## config.mk

```make
export PLATFORM = sky130hd
export DESIGN_NAME = i2s_tdm_tx
export DESIGN_NICKNAME = d
export VERILOG_FILES = /design/src/rtl/i2s_pkg.sv /design/src/rtl/i2s_bck_gen.sv /design/src/rtl/i2s_tdm_tx.sv
export SDC_FILE = /design/constraint.sdc
export NUM_CORES = 1
export LEC_CHECK = 0
export BUFFER_PORTS_ARGS = -buffer_cell sky130_fd_sc_hd__buf_2
export CORE_MARGIN = 2
export CORE_UTILIZATION = 30
export DETAILED_ROUTE_END_ITERATION = 10
export GPL_TIMING_DRIVEN = 1
export PLACE_DENSITY = 0.53
export SLEW_MARGIN = 25
export SYNTH_ARGS = -nofsm -noshare
export SYNTH_HDL_FRONTEND = slang
export SYNTH_SLANG_ARGS = --single-unit
```

## constraint.sdc

```tcl
create_clock -name clk -period 1.7 [get_ports clk]
set_input_delay 0.17 -clock clk [delete_from_list [all_inputs] [get_ports clk]]
set_output_delay 0.17 -clock clk [all_outputs]
set_load 0.01 [all_outputs]
```

## src/rtl/i2s_pkg.sv

```systemverilog
// i2s_pkg: shared definitions for the I2S/TDM transmitter.
//   fmt_e       - serial data alignment (I2S one-BCK delay or left-justified)
//   frame_bits  - BCK periods per frame (channels * slot width)
//   cnt_w       - counter width able to hold 0..n-1 (minimum 1 bit)
//   params_ok   - legal parameter combination check for integration flows
package i2s_pkg;

    typedef enum logic {
        FMT_I2S = 1'b0,
        FMT_LJ  = 1'b1
    } fmt_e;

    localparam int unsigned SAMPLE_W_MIN = 8;
    localparam int unsigned SAMPLE_W_MAX = 24;
    localparam int unsigned BCK_DIV_MIN  = 2;

    function automatic int unsigned frame_bits(input int unsigned channels,
                                               input int unsigned slot_w);
        return channels * slot_w;
    endfunction

    function automatic int unsigned cnt_w(input int unsigned n);
        return (n < 2) ? 1 : $clog2(n);
    endfunction

    function automatic bit params_ok(input int unsigned sample_w,
                                     input int unsigned slot_w,
                                     input int unsigned channels,
                                     input int unsigned bck_div);
        return (sample_w >= SAMPLE_W_MIN) && (sample_w <= SAMPLE_W_MAX) &&
               (slot_w >= sample_w) &&
               ((channels == 2) || (channels == 4) || (channels == 8)) &&
               (bck_div >= BCK_DIV_MIN) && ((bck_div % 2) == 0);
    endfunction

endpackage

```

## src/rtl/i2s_bck_gen.sv

```systemverilog
// i2s_bck_gen: divides the core clock down to the I2S bit clock.
//   clk, reset - core clock, synchronous active-high reset
//   bck        - bit clock: low for the first half of each BCK_DIV period
//   fe         - strobe on the last clk of a BCK period; registers updated
//                on this strobe change together with the BCK falling edge
module i2s_bck_gen
    import i2s_pkg::*;
#(
    parameter int unsigned BCK_DIV = 8
) (
    input  logic clk,
    input  logic reset,
    output logic bck,
    output logic fe
);

    localparam int unsigned DW = cnt_w(BCK_DIV);
    localparam logic [DW-1:0] LAST = DW'(BCK_DIV - 1);
    localparam logic [DW-1:0] HALF = DW'(BCK_DIV / 2);

    logic [DW-1:0] div_cnt;

    assign fe  = (div_cnt == LAST);
    assign bck = (div_cnt >= HALF);

    always_ff @(posedge clk) begin
        if (reset) begin
            div_cnt <= '0;
        end else if (fe) begin
            div_cnt <= '0;
        end else begin
            div_cnt <= div_cnt + DW'(1);
        end
    end

endmodule

```

## src/rtl/i2s_tdm_tx.sv

```systemverilog
// i2s_tdm_tx: serialises CHANNELS samples of SAMPLE_W bits into I2S (2 ch)
// or TDM (>2 ch) frames of SLOT_W-bit slots.
//   clk, reset    - core clock, synchronous active-high reset
//   sample_in     - one frame of samples, channel 0 in the LSBs
//   sample_valid  - sample_in valid; sample_ready - holding register empty
//   mute          - frame loaded while high is all zeros
//   i2s_bck       - bit clock; i2s_lrck - word select / frame sync
//   i2s_data      - serial data, MSB first
//   frame_start   - one-clk pulse as each new frame appears on the pins
//   underrun      - sticky: a frame was loaded with the holding register empty
module i2s_tdm_tx
    import i2s_pkg::*;
#(
    parameter int unsigned SAMPLE_W = 16,
    parameter int unsigned SLOT_W   = 32,
    parameter int unsigned CHANNELS = 2,
    parameter int unsigned BCK_DIV  = 8,
    parameter int unsigned LJ_MODE  = 0
) (
    input  logic                         clk,
    input  logic                         reset,
    input  logic [CHANNELS*SAMPLE_W-1:0] sample_in,
    input  logic                         sample_valid,
    output logic                         sample_ready,
    input  logic                         mute,
    output logic                         i2s_bck,
    output logic                         i2s_lrck,
    output logic                         i2s_data,
    output logic                         frame_start,
    output logic                         underrun
);

    localparam int unsigned FB = frame_bits(CHANNELS, SLOT_W);
    localparam int unsigned BW = cnt_w(FB);
    localparam int unsigned DW = CHANNELS * SAMPLE_W;
    localparam logic [BW-1:0] LAST_BIT = BW'(FB - 1);
    localparam fmt_e FMT = (LJ_MODE != 0) ? FMT_LJ : FMT_I2S;

    logic          fe;
    logic          started;
    logic [BW-1:0] bit_cnt;
    logic [BW-1:0] next_bit;
    logic          holding_full;
    logic [DW-1:0] holding;
    logic [FB-1:0] shift_reg;
    logic [FB-1:0] frame_vec;
    logic          lag;
    logic          load;
    logic          xfer;
    logic          serial_bit;
    logic          lrck_next;

    i2s_bck_gen #(
        .BCK_DIV(BCK_DIV)
    ) u_bck_gen (
        .clk  (clk),
        .reset(reset),
        .bck  (i2s_bck),
        .fe   (fe)
    );

    // The first fe after reset always loads, so frame 0 begins right away.
    assign load         = fe & (~started | (bit_cnt == LAST_BIT));
    assign sample_ready = ~holding_full;
    assign xfer         = sample_valid & ~holding_full;

    // Frame image in serial order: bit FB-1 is the first bit on the wire.
    always_comb begin
        frame_vec = '0;
        if (holding_full && !mute) begin
            for (int unsigned k = 0; k < CHANNELS; k++) begin
                frame_vec[FB-1-k*SLOT_W -: SAMPLE_W] = holding[k*SAMPLE_W +: SAMPLE_W];
            end
        end
    end

    always_comb begin
        serial_bit = load ? frame_vec[FB-1] : shift_reg[FB-1];
        next_bit   = load ? '0 : bit_cnt + BW'(1);
        if (CHANNELS == 2) begin
            lrck_next = (next_bit >= BW'(SLOT_W));
        end else begin
            lrck_next = (next_bit == '0);
        end
    end

    always_ff @(posedge clk) begin
        if (reset) begin
            started      <= 1'b0;
            bit_cnt      <= '0;
            holding_full <= 1'b0;
            holding      <= '0;
            shift_reg    <= '0;
            lag          <= 1'b0;
            i2s_lrck     <= 1'b0;
            i2s_data     <= 1'b0;
            frame_start  <= 1'b0;
            underrun     <= 1'b0;
        end else begin
            frame_start <= load;
            if (fe) begin
                started   <= 1'b1;
                bit_cnt   <= next_bit;
                shift_reg <= load ? (frame_vec << 1) : (shift_reg << 1);
                // In I2S alignment every bit goes out one BCK late; lag carries
                // the last bit of the previous frame into bit 0 of the next.
                lag       <= serial_bit;
                i2s_data  <= (FMT == FMT_LJ) ? serial_bit : lag;
                i2s_lrck  <= lrck_next;
            end
            if (load && !holding_full) begin
                underrun <= 1'b1;
            end
            // Accepting only when empty means a same-clk load sees the old
            // (empty) contents while the new sample stays held.
            if (xfer) begin
                holding      <= sample_in;
                holding_full <= 1'b1;
            end else if (load) begin
                holding_full <= 1'b0;
            end
        end
    end

endmodule

```

==> run summary, run 1 <==
The tools report the distinct cell type count of the synthesized netlist as 32. The run gives 0.764 as the final RePlAce weighted congestion. Broken down by cell family, the worst path's largest delay share belongs to simple AND/OR/NAND/NOR gates. The sum of negative setup slack is 0 ns.

Counting every sink on the clock net gives 95. 0 antenna diodes ended up in the layout. The number of nets handed over by synthesis was 406. After detailed routing, the number of remaining DRC violations is 0. The transition at the pin with the smallest max-transition slack is 0.340 ns, and the average vias per placed instance is 4.82. Global routing used 11.6% of the available tracks across all layers.

The worst path meets setup with 0.105 ns of slack. The share of post-route cells with drive strength above 1 works out to 22.1%. The run finished with clean final reports. The number of max-cap violations is 0.

The run gives 452 as the total number of nets in the final design. For this run, the leading register cell type out of synthesis is sky130_fd_sc_hd__dfxtp_1. The largest individual stage delay along the critical path comes from the cell sky130_fd_sc_hd__dfxtp_2. The number of antenna violations at the first check in global routing came out at 0.

At the placement stage, the worst setup path has a slack of -0.0234 ns. TritonCTS built the clock tree. After floorplanning, the core was divided into 39 placement rows. The tools report the placeable core region as 11400 µm². The H-tree generated during clock tree synthesis spans 3 levels. STA classifies the critical path startpoint as a register. The clock arrives with 0.00758 ns of skew. Along the worst path, the maximum fanout reaches 16. Setup repair after global routing left no endpoint under its margin. At the worst endpoint, the arrival time is 1.82 ns. The estimated wirelength of the detail-placed design is 4.64 mm, and the largest stage delay on the critical path is 0.33 ns. A synthesized cell averages 9.48 µm².

The wire length of the first global-routing pass is 11.8 mm. In this run the remaining antenna-violating nets after routing total 0. The worst max-slew margin expressed relative to the limit is 77.3%, and the wire length per cell is 13.0 µm. The most common cell type on the critical path was sky130_fd_sc_hd__ha_4. The number of buffers inserted by port buffering works out to 41. The via count of the first global-routing pass came out at 2527. During I/O placement, the number of pins put on the boundary was 42.

For the worst setup path, the data required time is 1.92 ns. The critical path goes through ha_4, ha_4, nand3_4, o22ai_4, and3b_2, buf_12, a22o_1. Compared with the post-synthesis result, the final layout area differs by 23.7%.

The type of destination of the critical path was a register. The buffer and inverter count on the worst path is 1, and the fraction of the yosys area taken by sequential cells is 54.8%. Timing would allow up to 627 MHz. The final-report hold violation count came out at 0. For the summed instance area of the synthesized netlist, the log shows 3470 µm². The total of flip-flops plus latches after synthesis was 95; the final number of max-transition violations was 0. The routed layout has 2695 vias. Counting every instance in the synthesized netlist gives 366.

Dividing total power by cell area gives a power density of 1050 nW/µm². After clock tree synthesis, the clock-pin slew on the worst setup and hold paths is 0.06 ns. Setup violations remaining at the end of the flow were counted as 0.

Dividing the final minimum period by the clock period gives 93.8%. The run gives 1.77 nW as the static power due to leakage. For the synthesis warning total, the log shows 0. The die covers 12400 µm². The routed design could run at a clock period as short as 1.60 ns. The cell at the root of the clock tree was sky130_fd_sc_hd__clkbuf_16. The maximum root-to-sink buffer count is 2. The fraction of registers with async set/reset came out at 0%.

The type of the worst setup path is register to register. Wires add up to 7.29 mm. After the first detailed-routing iteration, the DRC count stood at 107.

Number of flip-flops in the largest register: 47. In this run the worst hold path is classified as input pin to register. The pin count of the biggest net entering global routing was 38; the number of buffers created by CTS was 9.

The tools report the total of fill cells in the finished design as 1193. The clock reaches the later pin of the worst-skew pair after 0.33 ns. For the initial cell density of the core, the log shows 30.5%. The die is 112 µm tall. For this run, the detailed router's first-pass iteration total came to 4. The count of flip-flops with a built-in enable after synthesis is 0, and the global route total overflow is 0. The die is 112 µm wide. The run gives 0.000379 V as the peak supply drop.
==> Yosys cell counts (2+ instances only) <==
cell	instances	share of area (%)
sky130_fd_sc_hd__a21o_1	17	3.7
sky130_fd_sc_hd__a21oi_1	49	7.1
sky130_fd_sc_hd__a22o_1	33	8.3
sky130_fd_sc_hd__a22oi_1	15	3.2
sky130_fd_sc_hd__and2_1	2	0.36
sky130_fd_sc_hd__and3b_1	2	0.50
sky130_fd_sc_hd__buf_2	9	1.3
sky130_fd_sc_hd__buf_6	3	0.97
sky130_fd_sc_hd__clkbuf_1	16	1.7
sky130_fd_sc_hd__dfxtp_1	95	55
sky130_fd_sc_hd__ha_1	4	1.4
sky130_fd_sc_hd__inv_1	3	0.32
sky130_fd_sc_hd__nand2_1	69	7.5
sky130_fd_sc_hd__nand3_1	17	2.5
sky130_fd_sc_hd__nand4_1	2	0.36
sky130_fd_sc_hd__nor2_1	5	0.54
sky130_fd_sc_hd__nor2b_1	3	0.54
sky130_fd_sc_hd__nor3_1	4	0.58
sky130_fd_sc_hd__o21ai_0	2	0.29
sky130_fd_sc_hd__or3_1	2	0.36
sky130_fd_sc_hd__xor2_1	3	0.76
==> final cells by class <==
cell class,instances,area [µm²],area share [%]
clock buffers,12,246,5.74
clock inverters,3,43.8,1.02
inverters,4,15.0,0.350
multi-input cells,241,1500,35.0
flip-flops and latches,95,1900,44.4
well taps,143,179,4.17
repair buffers,61,400,9.33
==> metal layers <==
metal / part of all wire [%] / up-vias / wire, µm / track usage [%]
li1: - / 1388 / - / -
met1: 49 / 1276 / 3600 / 15.2
met2: 47 / 27 / 3420 / 18.2
met3: 2.7 / 4 / 200 / 3.21
met4: 0.99 / 0 / 72 / 4.44
met5: 0 / - / 0 / 0
==> timing repair <==
item / 4_1_cts / 5_1_grt
gates resized for setup: 4 / 12
gates cloned: 0 / 3
setup endpoints to repair: 17 / 45
buffers inserted: 0 / 1
hold buffers: 0 / 0
pin swaps: 0 / 5
==> power by group <==
part	leakage (nW)	internal [mW]	switching (mW)
combinational	0.859	0.0927	0.136
clock	0.143	1.17	0.800
sequential	0.771	2.28	0.0311
==> placed cells by master (no fill, tap or decap), drive strengths merged, types with 6 or more instances in the layout <==
cell type   n
dfxtp      95
nand2      69
buf        61
a21oi      49
a22o       33
nand3      18
a21o       17
a22oi      15
clkbuf     12
nor2        6
==> final timing paths <==
check                                     startpoint             to  slack (ns)  cells past startpoint
worst min register to register              i2s_lrck       i2s_lrck        0.45                      1
worst min-delay path                   sample_in[26]    holding[26]        0.07                      3
worst max register to register  u_bck_gen.div_cnt[1]  shift_reg[17]        0.10                      7
worst max-delay path            u_bck_gen.div_cnt[1]  shift_reg[17]        0.10                      7
==> per-stage QoR <==
| stage | hold WS (ns) | power [mW] | std cells | util [%] | area, µm² |
|---|---|---|---|---|---|
| finish | 0.0705 | 4.51 | 559 | 37.8 | 4290 |
| global route | 0.0567 | 4.70 | 559 | 37.8 | 4290 |
| CTS | 0.0576 | 4.57 | 556 | 37.0 | 4200 |
| detailed placement | 0.415 | 2.59 | 541 | 34.3 | 3900 |
| global placement | 0.415 | 2.59 | 541 | 34.3 | 3900 |
| floorplan | 0.306 | 2.49 | 366 | - | 3480 |
==> cell families (layout without fill, tap and decap cells) <==
family / Yosys count / after routing / share of synthesized area, %
AOI/OAI and AO/OA: 122 / 125 / 24.4
and+or+nand+nor: 108 / 108 / 13.6
DFF: 95 / 95 / 54.8
buffers and inverters: 33 / 80 / 4.65
adders and majority gates: 4 / 4 / 1.44
xor gates and xnor gates: 3 / 3 / 0.757
muxes: 1 / 1 / 0.288
==> worst min-delay path, cell delays in order <==
cell,delay (ns)
sky130_fd_sc_hd__buf_2,0.09
sky130_fd_sc_hd__nand2_1,0.05
sky130_fd_sc_hd__a21oi_1,0.05
Note: power is estimated with default switching activity, not from simulation.
==> run 2: changes to the inputs <==
--- a/config.mk
+++ b/config.mk
@@ -15,3 +15,4 @@
 export SYNTH_ARGS = -nofsm -noshare
 export SYNTH_HDL_FRONTEND = slang
 export SYNTH_SLANG_ARGS = --single-unit
+export TNS_END_PERCENT = 30
==> constraint.sdc (replaced) <==
create_clock -name clk -period 1.32 [get_ports clk]
set_input_delay 0.132 -clock clk [delete_from_list [all_inputs] [get_ports clk]]
set_output_delay 0.132 -clock clk [all_outputs]
set_load 0.01 [all_outputs]
==> run 2 against run 1 <==
Compared with the run above:
- the run now ends with negative setup slack left
- hold slack worse by 0.045 ns
- first-iteration DRC count is 17% lower
- power is 28% higher
- non-clock buffer count is 8 higher
- combinational power is 40% higher
- sequential share of layout area is 1.3 points lower
- critical path type unchanged
==> run summary, run 2 (synthesis gave the netlist of run 1 again) <==
The flow ran to the end, but the final reports show violations. The checks that failed: negative setup slack. In the final timing run, aggregate negative setup slack is -13.42 ns. The finished cells cover 4430 µm².

The endpoint arrival time on the critical path came out at 1.91 ns. The hold path startpoint is sample_in[18]. In the final layout, flip-flops and latches occupy 1900 µm². For the worst max-slew margin expressed relative to the limit, the log shows 73.0%.

42 I/O pins were placed. The ratio of final minimum period to clock period was 123%. The worst setup slack after layout was -0.304 ns.

Across the run, the number of max-cap violations was 0. The final number of max-transition violations was 0. The start of the worst register-to-register path was u_bck_gen.div_cnt[0]. For the residual antenna-violating net count after detailed routing, the log shows 0. The root buffer cell chosen for the clock tree is sky130_fd_sc_hd__clkbuf_16. The first global-routing pass estimated 12.7 mm of wire. The number of placed instances, taps included, is 549. The global route total overflow is 0, and the area taken by multi-input logic gates is 1520 µm².

The routed design has 7.43 mm of wire. For this block, the initial DRC count from the detailed router was 89. The total cell area at the placement stage was 4040 µm².

Entering global routing, the biggest net connects 39 pins. Summed over all cells, the static leakage comes to 1.83 nW. The minimum setup slack after placement was -0.369 ns; the clock transition at the registers of the reported paths was 0.06 ns. The total die area was 12400 µm²; the share of post-route cells with drive strength above 1 was 25.1%. The worst register-to-register path has a setup slack of -0.30 ns. Type of destination of the critical path: a register. The library cells used most frequently in the layout, excluding fill and tap cells, are sky130_fd_sc_hd__dfxtp_1, sky130_fd_sc_hd__nand2_1, sky130_fd_sc_hd__a21oi_1.

For this configuration, the core starts out at a cell density of 30.5%. For the via count of the first global-routing pass, the log shows 2657. For the number of antenna violations at the first check in global routing, the log shows 0.

The total number of nets in the final design is 458. The library cell used most frequently in the layout, excluding fill and tap cells, is sky130_fd_sc_hd__dfxtp_1. The tools report the type of element launching the critical path as a register. Hold is met by 0.0255 ns.

The register with the most flip-flops in the layout has 47 of them. For the data required time at the worst endpoint, the log shows 1.61 ns. At the pin with the least slew margin, the transition time is 0.405 ns. The run gives 4.80 mm as the estimated wirelength of the detail-placed design. For this run, the top clock speed supported by timing is 616 MHz. The final-report hold violation count came out at 0. The number of search-and-repair iterations in the first detailed-routing pass was 6. The min-delay analysis places its worst path in the category input pin to register. The number of antenna diodes in the final layout is 0. Setup violations remaining at the end of the flow were counted as 58. The count of buffers added on input and output ports is 41.

The total of fill cells in the finished design came out at 1168. The minimum period implied by the final worst setup slack is 1.62 ns. The critical path starts at u_bck_gen.div_cnt[0]. For the number of buffers created by CTS, the log shows 9. Routability-driven placement finished with a final weighted congestion of 0.782.

Along the worst hold path, the cell count comes to 3. The die is 112 µm wide. For this run, the number of standard cells in the final layout without fillers is 566. The height of the die was 112 µm; the DRC violation count after routing was 0.

The H-tree generated during clock tree synthesis spans 3 levels. The wire length per cell came out at 13.1 µm. The longest clock path from root to sink contains 2 buffers. The area growth from synthesis to layout was 27.5%. Setup repair after global routing could not meet its margin everywhere. The run gives 2721 as the number of vias in the routed layout. The critical path in this run is classified as register to register. The worst hold path terminates at holding[18].

The final worst clock skew is 0.00350 ns, and the critical-path maximum fanout is 8. The aggregate global-route resource usage came out at 12.7%. TritonCTS built the clock tree. Measured in cells, the most critical reg-to-reg path has a length of 7. After floorplanning, the core was divided into 39 placement rows.

In the routed layout, each cell is associated on average with a via count of 4.81. Across the VDD grid, the largest voltage drop is 0.000551 V. The later pin in the worst-skew pair is clocked with a latency of 0.34 ns. The run gives 11400 µm² as the placeable core region. The power density relative to cell area was 1310 nW/µm²; the number of clock sinks was 95. In this run the critical register-to-register path is captured at shift_reg[58].
run 2: cell count changes in the layout (fill, tap and decap cells not counted), sizes merged:
cell    delta
and3b      +1
buf        +8
clkbuf     +2
o21a       -3
bufinv     -1
run 2: power breakdown:
group | switching, mW | internal, mW
registers | 0.0418 | 2.94
clock network | 1.04 | 1.43
logic | 0.186 | 0.135
run 2: worst max-delay path by stage:
stage	to	slack [ns]	depth (start not counted)
2_1_floorplan	shift_reg[50]	-0.32	8
3_3_place_gp	holding_full	-0.32	8
3_5_place_dp	shift_reg[17]	-0.37	8
4_1_cts	shift_reg[31]	-0.28	7
5_1_grt	shift_reg[57]	-0.40	7
6_report	shift_reg[58]	-0.30	7
run 2: routing by layer:
metal	track usage [%]	up-vias	share of wire (%)
li1	-	1400	-
met4	5.19	0	1.9
met5	0	-	0
met2	20.0	28	47
met3	3.65	13	3.0
met1	16.3	1280	48
run 2: area by class of cell:
class,count,share of cell area [%]
timing repair buffer,69,11.8
inverter,4,0.396
sequential,95,43.0
multi-input combinational,239,34.2
tap,143,4.04
clock inverter,2,0.311
clock buffer,14,6.19
run 2: worst max-delay path, stage by stage (launching register included):
cell,delay (ns)
sky130_fd_sc_hd__dfxtp_2,0.35
sky130_fd_sc_hd__ha_4,0.14
sky130_fd_sc_hd__ha_4,0.16
sky130_fd_sc_hd__nand3_4,0.10
sky130_fd_sc_hd__buf_6,0.14
sky130_fd_sc_hd__o22ai_4,0.19
sky130_fd_sc_hd__and3b_2,0.36
sky130_fd_sc_hd__a21o_1,0.14
run 2: repair_timing:
| action | in CTS | in global routing |
|---|---|---|
| cloned | 1 | 0 |
| pin swaps | 34 | 15 |
| setup buffers | 1 | 0 |
| hold buffers | 0 | 0 |
| resized for setup | 11 | 11 |
| hold endpoints to repair | 0 | 0 |
| endpoints found under the setup margin | 60 | 60 |
run 2: metrics by stage:
stage	utilization, %	total power [mW]
after CTS	38.5	5.85
after global placement	35.5	3.36
after global routing	38.9	6.02
after detailed placement	35.5	3.36
final	38.9	5.78
after floorplan	-	3.21
